===== src/rtl/ik_sched_pkg.sv =====
// ik_sched_pkg: shared schedule constants, state enum and multiplier window table
package ik_sched_pkg;
  localparam int COUNT_W = 8;
  localparam logic [COUNT_W-1:0] LAST_COUNT_DEF = 8'd99;
  localparam int N_WIN = 6;
  typedef enum logic [1:0] {S_IDLE, S_RUN, S_DONE} state_t;
  typedef struct packed {
    logic [COUNT_W-1:0] lo;
    logic [COUNT_W-1:0] hi;
  } win_t;
  localparam win_t WINDOWS [N_WIN] = '{
    '{8'd29, 8'd35}, '{8'd42, 8'd48}, '{8'd54, 8'd60},
    '{8'd66, 8'd72}, '{8'd78, 8'd84}, '{8'd90, 8'd96}
  };
endpackage


===== src/rtl/mult_window_decode.sv =====
// mult_window_decode: maps schedule count to multiplier ownership and external-issue guard
//   i_count        schedule count
//   i_busy         sequencer is running
//   o_jac_mult_sel count lies inside a Jacobian multiplier window
//   o_guard        an issue now would still be in flight during some window
module mult_window_decode
  import ik_sched_pkg::*;
#(
  parameter int MULT_LAT = 5
) (
  input  logic [COUNT_W-1:0] i_count,
  input  logic               i_busy,
  output logic               o_jac_mult_sel,
  output logic               o_guard
);
  logic [COUNT_W:0] w_last;
  assign w_last = {1'b0, i_count} + (COUNT_W+1)'(MULT_LAT);
  always_comb begin
    o_jac_mult_sel = 1'b0;
    o_guard = 1'b0;
    for (int i = 0; i < N_WIN; i++) begin
      o_jac_mult_sel |= i_busy && i_count >= WINDOWS[i].lo && i_count <= WINDOWS[i].hi;
      o_guard |= i_busy && i_count <= WINDOWS[i].hi && w_last >= {1'b0, WINDOWS[i].lo};
    end
  end
endmodule


===== src/rtl/jacobian_sequencer.sv =====
// jacobian_sequencer: drives the Jacobian en/count schedule and shares the array multiplier
//   clk, reset          clock, async active-high reset
//   start, abort, stall run request, abort running schedule, freeze schedule
//   busy, done          running, one-cycle completion pulse
//   en, count           schedule enable and counter to the Jacobian stage
//   jac_mult_sel        multiplier owned by the Jacobian stage
//   ext_mult_req/gnt    external single-slot multiplier request and grant
module jacobian_sequencer
  import ik_sched_pkg::*;
#(
  parameter logic [COUNT_W-1:0] LAST_COUNT = LAST_COUNT_DEF,
  parameter int MULT_LAT = 5
) (
  input  logic               clk,
  input  logic               reset,
  input  logic               start,
  input  logic               abort,
  input  logic               stall,
  output logic               busy,
  output logic               done,
  output logic               en,
  output logic [COUNT_W-1:0] count,
  output logic               jac_mult_sel,
  input  logic               ext_mult_req,
  output logic               ext_mult_gnt
);
  state_t r_state;
  logic [COUNT_W-1:0] r_count;
  logic w_guard;
  always_ff @(posedge clk or posedge reset)
    if (reset) begin
      r_state <= S_IDLE;
      r_count <= '0;
    end else
      case (r_state)
        S_IDLE:
          if (start) begin
            r_state <= S_RUN;
            r_count <= '0;
          end
        S_RUN:
          if (abort) begin
            r_state <= S_IDLE;
            r_count <= '0;
          end else if (!stall) begin
            if (r_count == LAST_COUNT) begin
              r_state <= S_DONE;
              r_count <= '0;
            end else
              r_count <= r_count + 1'b1;
          end
        default: r_state <= S_IDLE;
      endcase
  assign busy = r_state == S_RUN;
  assign done = r_state == S_DONE;
  assign en = busy && !stall;
  assign count = r_count;
  assign ext_mult_gnt = ext_mult_req && !w_guard;
  mult_window_decode #(.MULT_LAT(MULT_LAT)) u_dec (
    .i_count(r_count),
    .i_busy(busy),
    .o_jac_mult_sel(jac_mult_sel),
    .o_guard(w_guard)
  );
endmodule


===== config.mk =====
export PLATFORM = sky130hd
export DESIGN_NAME = jacobian_sequencer
export DESIGN_NICKNAME = d
export VERILOG_FILES = /design/src/rtl/ik_sched_pkg.sv /design/src/rtl/mult_window_decode.sv /design/src/rtl/jacobian_sequencer.sv
export SDC_FILE = /design/constraint.sdc
export NUM_CORES = 1
export LEC_CHECK = 0
export ABC_AREA = 1
export CAP_MARGIN = 10
export CELL_PAD_IN_SITES_DETAIL_PLACEMENT = 1
export CELL_PAD_IN_SITES_GLOBAL_PLACEMENT = 2
export CORE_MARGIN = 4
export CORE_UTILIZATION = 31
export DETAILED_ROUTE_END_ITERATION = 7
export PLACE_DENSITY_LB_ADDON = 0.1
export SLEW_MARGIN = 0
export SYNTH_ARGS = -nofsm -noshare
export SYNTH_HDL_FRONTEND = slang
export SYNTH_SLANG_ARGS = --single-unit

===== constraint.sdc =====
create_clock -name clk -period 5.4 [get_ports clk]
set_clock_uncertainty 0.1 [all_clocks]
set_input_delay 1.08 -clock clk [delete_from_list [all_inputs] [get_ports clk]]
set_output_delay 1.08 -clock clk [all_outputs]
set_load 0.01 [all_outputs]

==> results.yml <==
yosys:
  synth_commonest_cells: "68 x nand2_1, 26 x nor2_1, 19 x inv_1, 17 x nand3_1, 12 x nor3_1"
  synth_top_cell_by_area: "nand2_1"
  synthesis.nets: 244
  yosys-top-cells-area: "nand2_1 19%, dfrtp_1 18%, nor2_1 7.1%"
  yosysMostFrequentCell: "nand2_1"
  synth_edf_count: 0
  synth-xor-area-share: 0
  synth_top_area_frac: 0.186
  synthAdderAreaFrac: 0.0455
  synthMuxAreaShare: 0
  yosysWarnings: 0
  syn-cell-area_um2: 1370
  synth_top_family_by_area: "simple AND/OR/NAND/NOR gates"
  synth-seq-cells: 10
  synth_compound_area_frac: 0.145
  syn_inst: 233
  yosys.area_share.simple: 0.515
  synth_area_per_cell_um2: 5.90
  synth_top_flop_cell: "dfrtp_1"
  ys_seq_area_frac: 0.182
  synth_cell_types: 30
  async_reset_ff_frac: 1.00
sta:
  setup_violations: 0
  fin_ws_ps: 1620
  rsz0062_at_grt: "false"
  maxSlewViolCount: 0
  hold_violations: 0
  fmaxAchievable_ghz: 0.264
  setup_tns_ps: 0
  max_slew_margin: 0.605
  min_period_over_period: 0.700
  holdWs_ps: 499
  period_needed_ps: 3780
  tightest_slew_ps: 592
cts:
  clock_path_buffers: 2
  cts_resized: 0
  cts_tree: "yes"
  cts-hold-fix-buffers: 0
  path_clk_slew_ps: 50
  cts-root-buf: "clkbuf_8"
  numCtsBuffers: 3
  clk_latency_ps: 240
  clock_sinks: 10
  htree_num_levels: 1
  postCtsSetupRepairBufs: 0
critical_path:
  cp-end-kind: "output pin"
  ff2ff_path_depth: 7
  timing.rr.end: "count[7]$_DFFE_PP0P_"
  worstSetupStartpoint: "count[0]$_DFFE_PP0P_"
  critical_path_class: "register to output pin"
  crit_arrival_ps: 2600
  cp.required_ps: 4220
  start_kind: "register"
  regToRegStartpoint: "count[3]$_DFFE_PP0P_"
  crit_path_max_fanout: 8
  rrSetupSlack_ps: 3600
floorplanning:
  core-area_um2: 4140
  initial_utilization: 0.332
  io_pins: 19
  floorplan.die_area_um2: 5560
  die_w_um: 74.6
  num_rows: 23
  die_h_um: 74.6
final_layout:
  antenna_cells: 0
  syn_to_final_growth_pct: 18.3
  fin_nets: 261
  drive_above_1_share: 0.153
pwr:
  power.leakage_nw: 0.795
  powerDensity_nw_per_um2: 286
  total_power_uw: 464
  ir_worst_vdd_uv: 154
route:
  route.detailed.drc: 0
  wl_per_cell_um: 15.0
  wl_mm: 4.47
  num_vias: 1542
  firstDrtPassIters: 4
  vias_per_cell: 5.16
  dr.first_iter.drc_count: 65
  ant_nets: 0
place:
  dpl.hpwl_mm: 3.66
  gp_congestion: 0.821
  portBuffers: 18
  dpl_worst_slack_ps: 1870
run:
  max-cap-violations: 0
global_routing:
  grt_max_degree: 14
  grt-ovfl-total: 0
  grt.total_usage: 0.184
  grt_pass1_wl_mm: 7.91
  antenna_found_initial: 0
  grt_pass1_vias: 1610
worst_hold_path:
  hold_class: "register to register"
  min_to: "r_state[0]$_DFFE_PP0P_"
  worstHoldStart: "r_state[1]$_DFFE_PP0P_"
  holdPathStages: 3
outcome:
  status: "finished, final reports clean"
==> stage by stage <==
stage,cell area [µm²],util,instances
floorplan,1370,-,233
global placement,1570,0.379,295
detailed placement,1570,0.379,295
CTS,1630,0.392,299
global route,1630,0.392,299
finish,1630,0.392,299
==> report_power, final <==
group / total (mW) / switching, mW / internal (mW)
sequential: 0.110 / 0.0222 / 0.0879
clock: 0.0952 / 0.0310 / 0.0642
combinational: 0.259 / 0.166 / 0.0930
total: 0.464 / 0.219 / 0.245
==> layout by cell type (no fill, tap or decap), drive strengths merged, types with 3 or more instances in the layout <==
| cell type | count |
|---|---|
| nand4 | 3 |
| o21ai | 14 |
| a21oi | 10 |
| nand2 | 78 |
| nor2 | 35 |
| nor3 | 13 |
| dfrtp | 10 |
| nand3 | 20 |
| inv | 28 |
| clkbuf | 4 |
| ha | 5 |
| clkdlybuf4s50 | 18 |
==> per-layer routing <==
layer | GRT usage | part of all wire | wire, µm | vias to the layer above
met5 | 0 | 0 | 0 | -
met4 | 0.0534 | 0.016 | 70 | 0
met3 | 0.0270 | 0.042 | 189 | 7
met2 | 0.291 | 0.43 | 1930 | 32
met1 | 0.261 | 0.51 | 2290 | 713
li1 | - | - | - | 790
==> sequential cells by signal, summed over array words and instances (netlist names) <==
name,cells
count,8
r_state,2
==> critical path: stages, from the launching register on <==
cell	delay [ps]
dfrtp_1	500
inv_1	210
ha_1	360
inv_1	110
nand2_1	80
nor2_1	120
nand2_1	70
nand3_1	100
nand2_1	60
nand2_1	70
nand3_2	60
nor2_2	90
clkdlybuf4s50_1	530
==> cell families (layout without fill, tap and decap cells) <==
| group | count (synthesis) | count (layout) |
|---|---|---|
| and+or+nand+nor | 151 | 151 |
| AOI/OAI and AO/OA | 33 | 33 |
| buffers and inverters | 34 | 50 |
| adders and majority gates | 5 | 5 |
| DFF | 10 | 10 |
==> area by class of cell <==
type / instances / area (µm²)
fill: 580 / 2520
multi-input combinational: 189 / 970
sequential: 10 / 250
timing repair buffer: 18 / 180
inverter: 28 / 108
tap: 50 / 62.6
clock buffer: 4 / 55.1
==> worst max path at each step <==
stage / end / slack, ps / cells after the start
after global routing: ext_mult_gnt / 1360 / 15
after CTS: ext_mult_gnt / 1610 / 12
final: ext_mult_gnt / 1620 / 12
after global placement: ext_mult_gnt / 1860 / 5
after floorplan: ext_mult_gnt / 2580 / 11
after detailed placement: ext_mult_gnt / 1870 / 5
No activity file was read; power rests on OpenSTA's default activity.
